## src/rtl/adler32_chk_pkg.sv

```systemverilog
// Shared definitions for the zlib Adler-32 verifier and its byte-step datapath.
package adler32_chk_pkg;

   localparam int unsigned DATA_WD = 32;
   localparam int unsigned SUM_WD  = 16;
   localparam int unsigned CNT_WD  = 3;
   localparam int unsigned IDX_WD  = 2;

   localparam logic [SUM_WD-1:0]  ADLER_MOD  = 16'd65521;
   localparam logic [DATA_WD-1:0] ADLER_INIT = 32'h0000_0001;

   // Running checksum laid out as the zlib trailer: {s2, s1}
   typedef struct packed {
      logic [SUM_WD-1:0] s2;
      logic [SUM_WD-1:0] s1;
   } adler_t;

   typedef enum logic [2:0] {
      IDLE = 3'd0,
      RECV = 3'd1,
      PROC = 3'd2,
      TRL  = 3'd3,
      DONE = 3'd4
   } state_t;

   // Byte idx 0 is the most significant byte of the word
   function automatic logic [7:0] word_byte(input logic [DATA_WD-1:0] word,
                                            input logic [IDX_WD-1:0]  idx);
      logic [7:0] b;
      case (idx)
         2'd0:    b = word[31:24];
         2'd1:    b = word[23:16];
         2'd2:    b = word[15:8];
         default: b = word[7:0];
      endcase
      return b;
   endfunction

endpackage

```

## src/rtl/adler32_step.sv

```systemverilog
// Combinational Adler-32 byte step: folds one byte into {s2,s1} using a single
// conditional subtract per sum, since both intermediate sums stay below 2*modulus.
module adler32_step
   import adler32_chk_pkg::*;
(
   input  adler_t     sum_i,
   input  logic [7:0] byte_i,
   output adler_t     sum_o
);

   localparam int unsigned EXT_WD = SUM_WD + 1;
   localparam logic [EXT_WD-1:0] MOD_X = {1'b0, ADLER_MOD};

   logic [EXT_WD-1:0] t1;
   logic [EXT_WD-1:0] t2;
   logic [SUM_WD-1:0] s1_n;
   logic [SUM_WD-1:0] s2_n;

   always_comb begin
      t1   = {1'b0, sum_i.s1} + EXT_WD'(byte_i);
      s1_n = (t1 >= MOD_X) ? SUM_WD'(t1 - MOD_X) : t1[SUM_WD-1:0];
      t2   = {1'b0, sum_i.s2} + {1'b0, s1_n};
      s2_n = (t2 >= MOD_X) ? SUM_WD'(t2 - MOD_X) : t2[SUM_WD-1:0];
      sum_o.s1 = s1_n;
      sum_o.s2 = s2_n;
   end

endmodule

```

## config.mk

```make
export PLATFORM = sky130hd
export DESIGN_NAME = adler32_step
export DESIGN_NICKNAME = d
export VERILOG_FILES = /design/src/rtl/adler32_chk_pkg.sv /design/src/rtl/adler32_step.sv
export SDC_FILE = /design/constraint.sdc
export NUM_CORES = 1
export LEC_CHECK = 0
export CORE_MARGIN = 2
export CORE_UTILIZATION = 52
export DETAILED_ROUTE_END_ITERATION = 10
export PLACE_DENSITY = 0.95
export SLEW_MARGIN = 20
export SYNTH_ARGS = -nofsm -noshare
export SYNTH_HDL_FRONTEND = slang
export SYNTH_SLANG_ARGS = --single-unit
```

## constraint.sdc

```tcl
create_clock -name vclk -period 27.5
set_input_delay 6.875 -clock vclk [all_inputs]
set_output_delay 6.875 -clock vclk [all_outputs]
set_load 0.02 [all_outputs]
```

==> impl_metrics.tcl <==
set metrics [dict create \
    first_global_vias 2196 \
    drive_gt1_share_pct 3.39 \
    max-cap-violations 0 \
    critical_path.slowest_cell "a2111oi_1" \
    multi_input_area_mm2 0.00192 \
    cp.buffers_inverters 4 \
    synth_cells 284 \
    die_height_um 66.0 \
    wl_per_cell_um 12.9 \
    cts_hold_buf 0 \
    crit_type "input port to output port" \
    row_count 22 \
    finalCritPeriodShare_pct 76.8 \
    routed_via_density 5.80 \
    cp_max_fo 14 \
    leakage_nw 1.14 \
    syn_nets 356 \
    pin_count 72 \
    critical_path_arrival_ns 14.25 \
    power_per_cell_area_mw_per_mm2 49.3 \
    die_area_mm2 0.00436 \
    overflow 0 \
    rsz0062_at_grt "no" \
    synth_top_family_by_area "simple AND/OR/NAND/NOR gates" \
    synth_compound_gate_area_share_pct 23.3 \
    seq_cells 0 \
    grt_pass1_wl_um 8890 \
    route.vias.total 2332 \
    setup.worst_path.start_class "input port" \
    antennaDiodeCount 0 \
    post_dp_cell_area_mm2 0.00276 \
    fmax_ghz 0.0473 \
    max_slew_margin_pct 48.5 \
    core-area_mm2 0.00369 \
    end_kind "output port" \
    yosysWarnings 0 \
    fin_area_mm2 0.00276 \
    synthXorXnorAreaFrac_pct 19.3 \
    dpl.hpwl_um 4590 \
    start_util_pct 54.2 \
    track_usage_pct 24.3 \
    nClkBuffers 0 \
    synth_seq_area_share_pct 0 \
    portBuffers 72 \
    critPathTopFamily "compound AO/OA/AOI/OAI gates" \
    antenna_found_initial 0 \
    crit_path_max_incr_delay_ns 0.68 \
    gp_congestion 0.859 \
    worstMarginPinSlew_ns 0.770 \
    required_ns 20.62 \
    wl_um 5190 \
    fin_crit_ns 21.13 \
    synthMuxAreaShare_pct 2.57 \
    cts_setup_buffers 0 \
    drv_slew 0 \
    status "complete, no violations" \
    area_growth_pct 38.2 \
    die_x_um 66.0 \
    cts_resized 0 \
    synth_area_mm2 0.00200 \
    drt_iter0_markers 120 \
    synthAdderAreaFrac_pct 20.8 \
    tns_ns 0 \
    synthSimpleGateAreaFrac_pct 30.1 \
    setup_violations 0 \
    hold_viol_final 0 \
    firstDrtPassIters 4 \
    ant_nets 0 \
    drc 0 \
    ys_types 49 \
    vdd_drop_max_mv 0.0199 \
    hp-class "input port to output port" \
    grt_max_degree 15 \
    fill_cells 288 \
    avgSynthCellArea_um2 7.04 \
    total_power_mw 0.136 \
    nNetsFinal 428 \
    ff_latch_area_um2 0 \
]
[report_power, final]
| part | switching [mW] | internal [mW] | total, mW |
|---|---|---|---|
| Sequential | 0 | 0 | 0 |
| Combinational | 0.0741 | 0.0623 | 0.136 |
| Clock | 0 | 0 | 0 |
| Total | 0.0741 | 0.0623 | 0.136 |
[final cells by class]
class,count,share of cell area [%]
Inverter,17,2.31
Multi-Input combinational cell,265,69.4
Tap cell,48,2.17
Timing Repair Buffer,72,26.1
[cells by family after synthesis]
| group | Yosys count |
|---|---|
| simple gates | 114 |
| compound gates | 70 |
| xor+xnor | 44 |
| fa+ha+maj | 32 |
| buf+inv | 19 |
| mux | 5 |
[cells in the final DEF, fill, tap and decap left out, types with 6 or more instances in the layout]
cell             netlist  final
a21o_1                 8      8
a21oi_1               19     19
clkdlybuf4s50_1        0     72
ha_1                  30     30
inv_1                 17     17
nand2_1               28     28
nand3_1                7      7
nand4_1                6      6
nor2_1                25     25
nor3_1                 9      9
o21ai_0               12     12
xnor2_1               26     26
xor2_1                18     18
[cells in the mapped netlist, types with 3 or more instances]
master    number  area [µm²]
a21o_1         8        60.1
xnor2_1       26         228
a21oi_1       19        95.1
and2_1         3        18.8
nand2_1       28         105
inv_1         17        63.8
and3_1         4        25.0
nand3_1        7        35.0
ha_1          30         375
nor4_1         5        31.3
nand2b_1       5        31.3
nand4_1        6        37.5
nor2_1        25        93.8
xor2_1        18         158
nor3b_2        3        37.5
or3_1          4        25.0
or2_2          5        31.3
nor3_1         9        45.0
o21ai_0       12        60.1
a211oi_1       4        30.0
a31oi_1        5        31.3
mux2i_1        4        40.0
[per-stage QoR]
stage	utilization (%)	instances	worst slack [ns]	hold slack, ns
after detailed placement	74.9	402	6.53	14.97
after CTS	74.9	402	6.46	14.97
after global routing	74.9	402	5.87	15.01
after floorplan	-	284	8.10	13.94
after global placement	74.9	402	6.80	14.97
final	74.9	402	6.37	14.97
[final timing paths]
check	start	slack, ns	to	cells after the start
min	sum_i[13]	14.97	sum_o[13]	4
max	byte_i[0]	6.37	sum_o[30]	26
[per-layer routing]
layer	up-vias	share of wire, %	global-route usage (%)	wire [µm]
met2	61	54	49.7	2790
met4	0	0.83	2.55	43
li1	1189	-	-	-
met3	4	2.9	1.02	153
met1	1078	42	28.2	2200
met5	-	0	0	0
[worst min-delay path: cells and delay by family]
family / cells / cell delay [ns]
xor gates and xnor gates: 1 / 0.18
and+or+nand+nor: 1 / 0.06
buffers and inverters: 2 / 0.97
(Power assumes the default switching activity.)
==> RTL change: new RTL, same flow settings <==
`SUM_WD`: 16 -> 32.
--- a/src/rtl/adler32_chk_pkg.sv
+++ b/src/rtl/adler32_chk_pkg.sv
@@ -3,5 +3,5 @@
 
    localparam int unsigned DATA_WD = 32;
-   localparam int unsigned SUM_WD  = 16;
+   localparam int unsigned SUM_WD  = 32;
    localparam int unsigned CNT_WD  = 3;
    localparam int unsigned IDX_WD  = 2;
Ports: changed (resized sum_i and sum_o); port bits go from 72 to 136. No check against the original RTL was run, so the function may have changed too.
==> RTL change against the unedited design <==
Hold slack worse by 0.028 ns. Synthesized area up 150%. Final area grew 130%. Non-clock buffer count increased by 66. Wire length grew to 3.0 times the old value. Total power is 130% higher. Via count rose to 2.6 times the old value. Setup slack worse by 1.7 ns. Critical endpoint is now sum_o[33]. Largest power group unchanged.
==> RTL change: results (changes against the unedited design) <==
metric,value,unit,change
drt wl/cell,15.8,um,+23%
post-synth net total,850,,+140%
FF+latch count,0,,unchanged
Critical Path Sink,sum_o[33],,
# Max-Cap Violations,0,,unchanged
number of global-route vias before repair,5438,,+150%
hold crit path type,input port to output port,,
PortBufs,136,,+89%
hold_ws,14.94,ns,-0.0280 ns
CP Data Arrival Time,15.97,ns,+1.72 ns
status,completed,,
"Distinct cells, synth",78,,+59%
"top cells by count, synth","nand2_1, a21oi_1, xnor2_1",,
layout cells sized above 1,3.70,%,+0.31 points
Max VDD drop,43.2,uV,+120%
worst slack at placement,4.60,ns,-1.92 ns
min cycle time layout,22.84,ns,+1.72 ns
Synth Area in XOR/XNOR,18.3,%,-1.0 points
Mean Syn Cell Area,6.75,um2,-4.2%
adder-cell share of the synthesized area,12.0,%,-8.8 points
"top cells by area, synth","ha_1, xnor2_1, xor2_1, a21oi_1, nand2_1",,
total congestion overflow,0,,unchanged
nets,958,,+120%
Inst Count DP,966,,+140%
GP Congestion,0.989,,+15%
Compound-Gate Fraction of Synth Area,32.5,%,+9.2 points
critical path peak fanout,25,,+11
DR vias/cell,6.32,,+9.0%
Rel. slew slack,43.4,%,-5.1 points
dpl hpwl,12900,um,+180%
CLK BUF,0,,unchanged
Vias,6116,,+160%
First DRT Iteration DRCs,436,,+260%
post-synthesis sequential area ratio,0,%,unchanged
multiplexer share of the synthesized area,1.06,%,-1.5 points
synth warn,0,,unchanged
filler cell count,796,,+180%
global-route wire length before repair,24900,um,+180%
drt pass-1 iters,5,,+1
Crit. Startpoint,sum_i[7],,
Setup Buffers After CTS,0,,unchanged
largest net degree at the start of global routing,28,,+13
LEAKAGE,0.00235,uW,+110%
all-layer global routing usage,28.5,%,+4.2 points
-- RTL change: cell count changes after synthesis, moves of 15 or more --
cell     unedited run  this run
nand3_1             7        30
nand2_1            28        73
a21oi_1            19        67
buf_2               1        16
xnor2_1            26        58
nor2_1             25        52
o21ai_0            12        31
xor2_1             18        45
-- RTL change: final cells by class --
type               count  area share, %
inverters             20           1.19
multi-input cells    680           74.5
repair buffers       138           21.8
well taps            129           2.55
-- RTL change: metrics by stage --
step / util [%] / instance area, um2
finish: 68.4 / 6320
global route: 68.4 / 6320
CTS: 68.3 / 6310
detailed placement: 68.3 / 6310
global placement: 68.3 / 6310
floorplan: - / 4940
-- RTL change: metal layers --
layer	wire length, um	global-route usage [%]	part of all wire [%]	vias up
met5	0	0	0	-
met4	353	7.48	2.3	0
met3	1230	2.48	8.1	43
met2	7330	50.6	48	323
met1	6400	37.0	42	2766
li1	-	-	-	2984
-- RTL change: how the worst min path moves through the flow --
stage	from	depth (start not counted)	endpoint
final	sum_i[10]	3	sum_o[10]
after global routing	sum_i[10]	3	sum_o[10]
after CTS	sum_i[10]	3	sum_o[10]
after detailed placement	sum_i[10]	3	sum_o[10]
after global placement	sum_i[10]	3	sum_o[10]
after floorplan	sum_i[10]	1	sum_o[10]
-- RTL change: kinds of logic after synthesis --
family,count (synthesis)
and+or+nand+nor,295
muxes,5
buffers and inverters,52
xor gates and xnor gates,103
AOI/OAI and AO/OA,231
adders and majority gates,46
-- RTL change: worst max-delay path: stages --
cell and delay (ns):
clkdlybuf4s50_1 0.40, ha_1 0.49, nand3_1 0.27, o211a_1 0.38, a2111oi_4 0.64, nand2_1 0.13, xor2_1 0.29, nand2_1 0.10
nor4_2 0.45, and2_1 0.76, xnor2_1 0.24, ha_1 0.25, inv_1 0.06, fa_1 0.40, nor2b_1 0.21, o31a_1 0.26
o211ai_1 0.19, a2111oi_0 0.61, nor3_1 0.14, xnor2_1 0.21, or4_4 0.55, nor4_4 0.54, buf_4 0.30, and2_1 0.35
mux2i_1 0.22, clkdlybuf4s50_1 0.61
-- RTL change: power breakdown --
| part | total (uW) | switching [uW] | internal, uW |
|---|---|---|---|
| registers | 0 | 0 | 0 |
| logic | 320 | 181 | 138 |
| clock network | 0 | 0 | 0 |
| total | 320 | 181 | 138 |
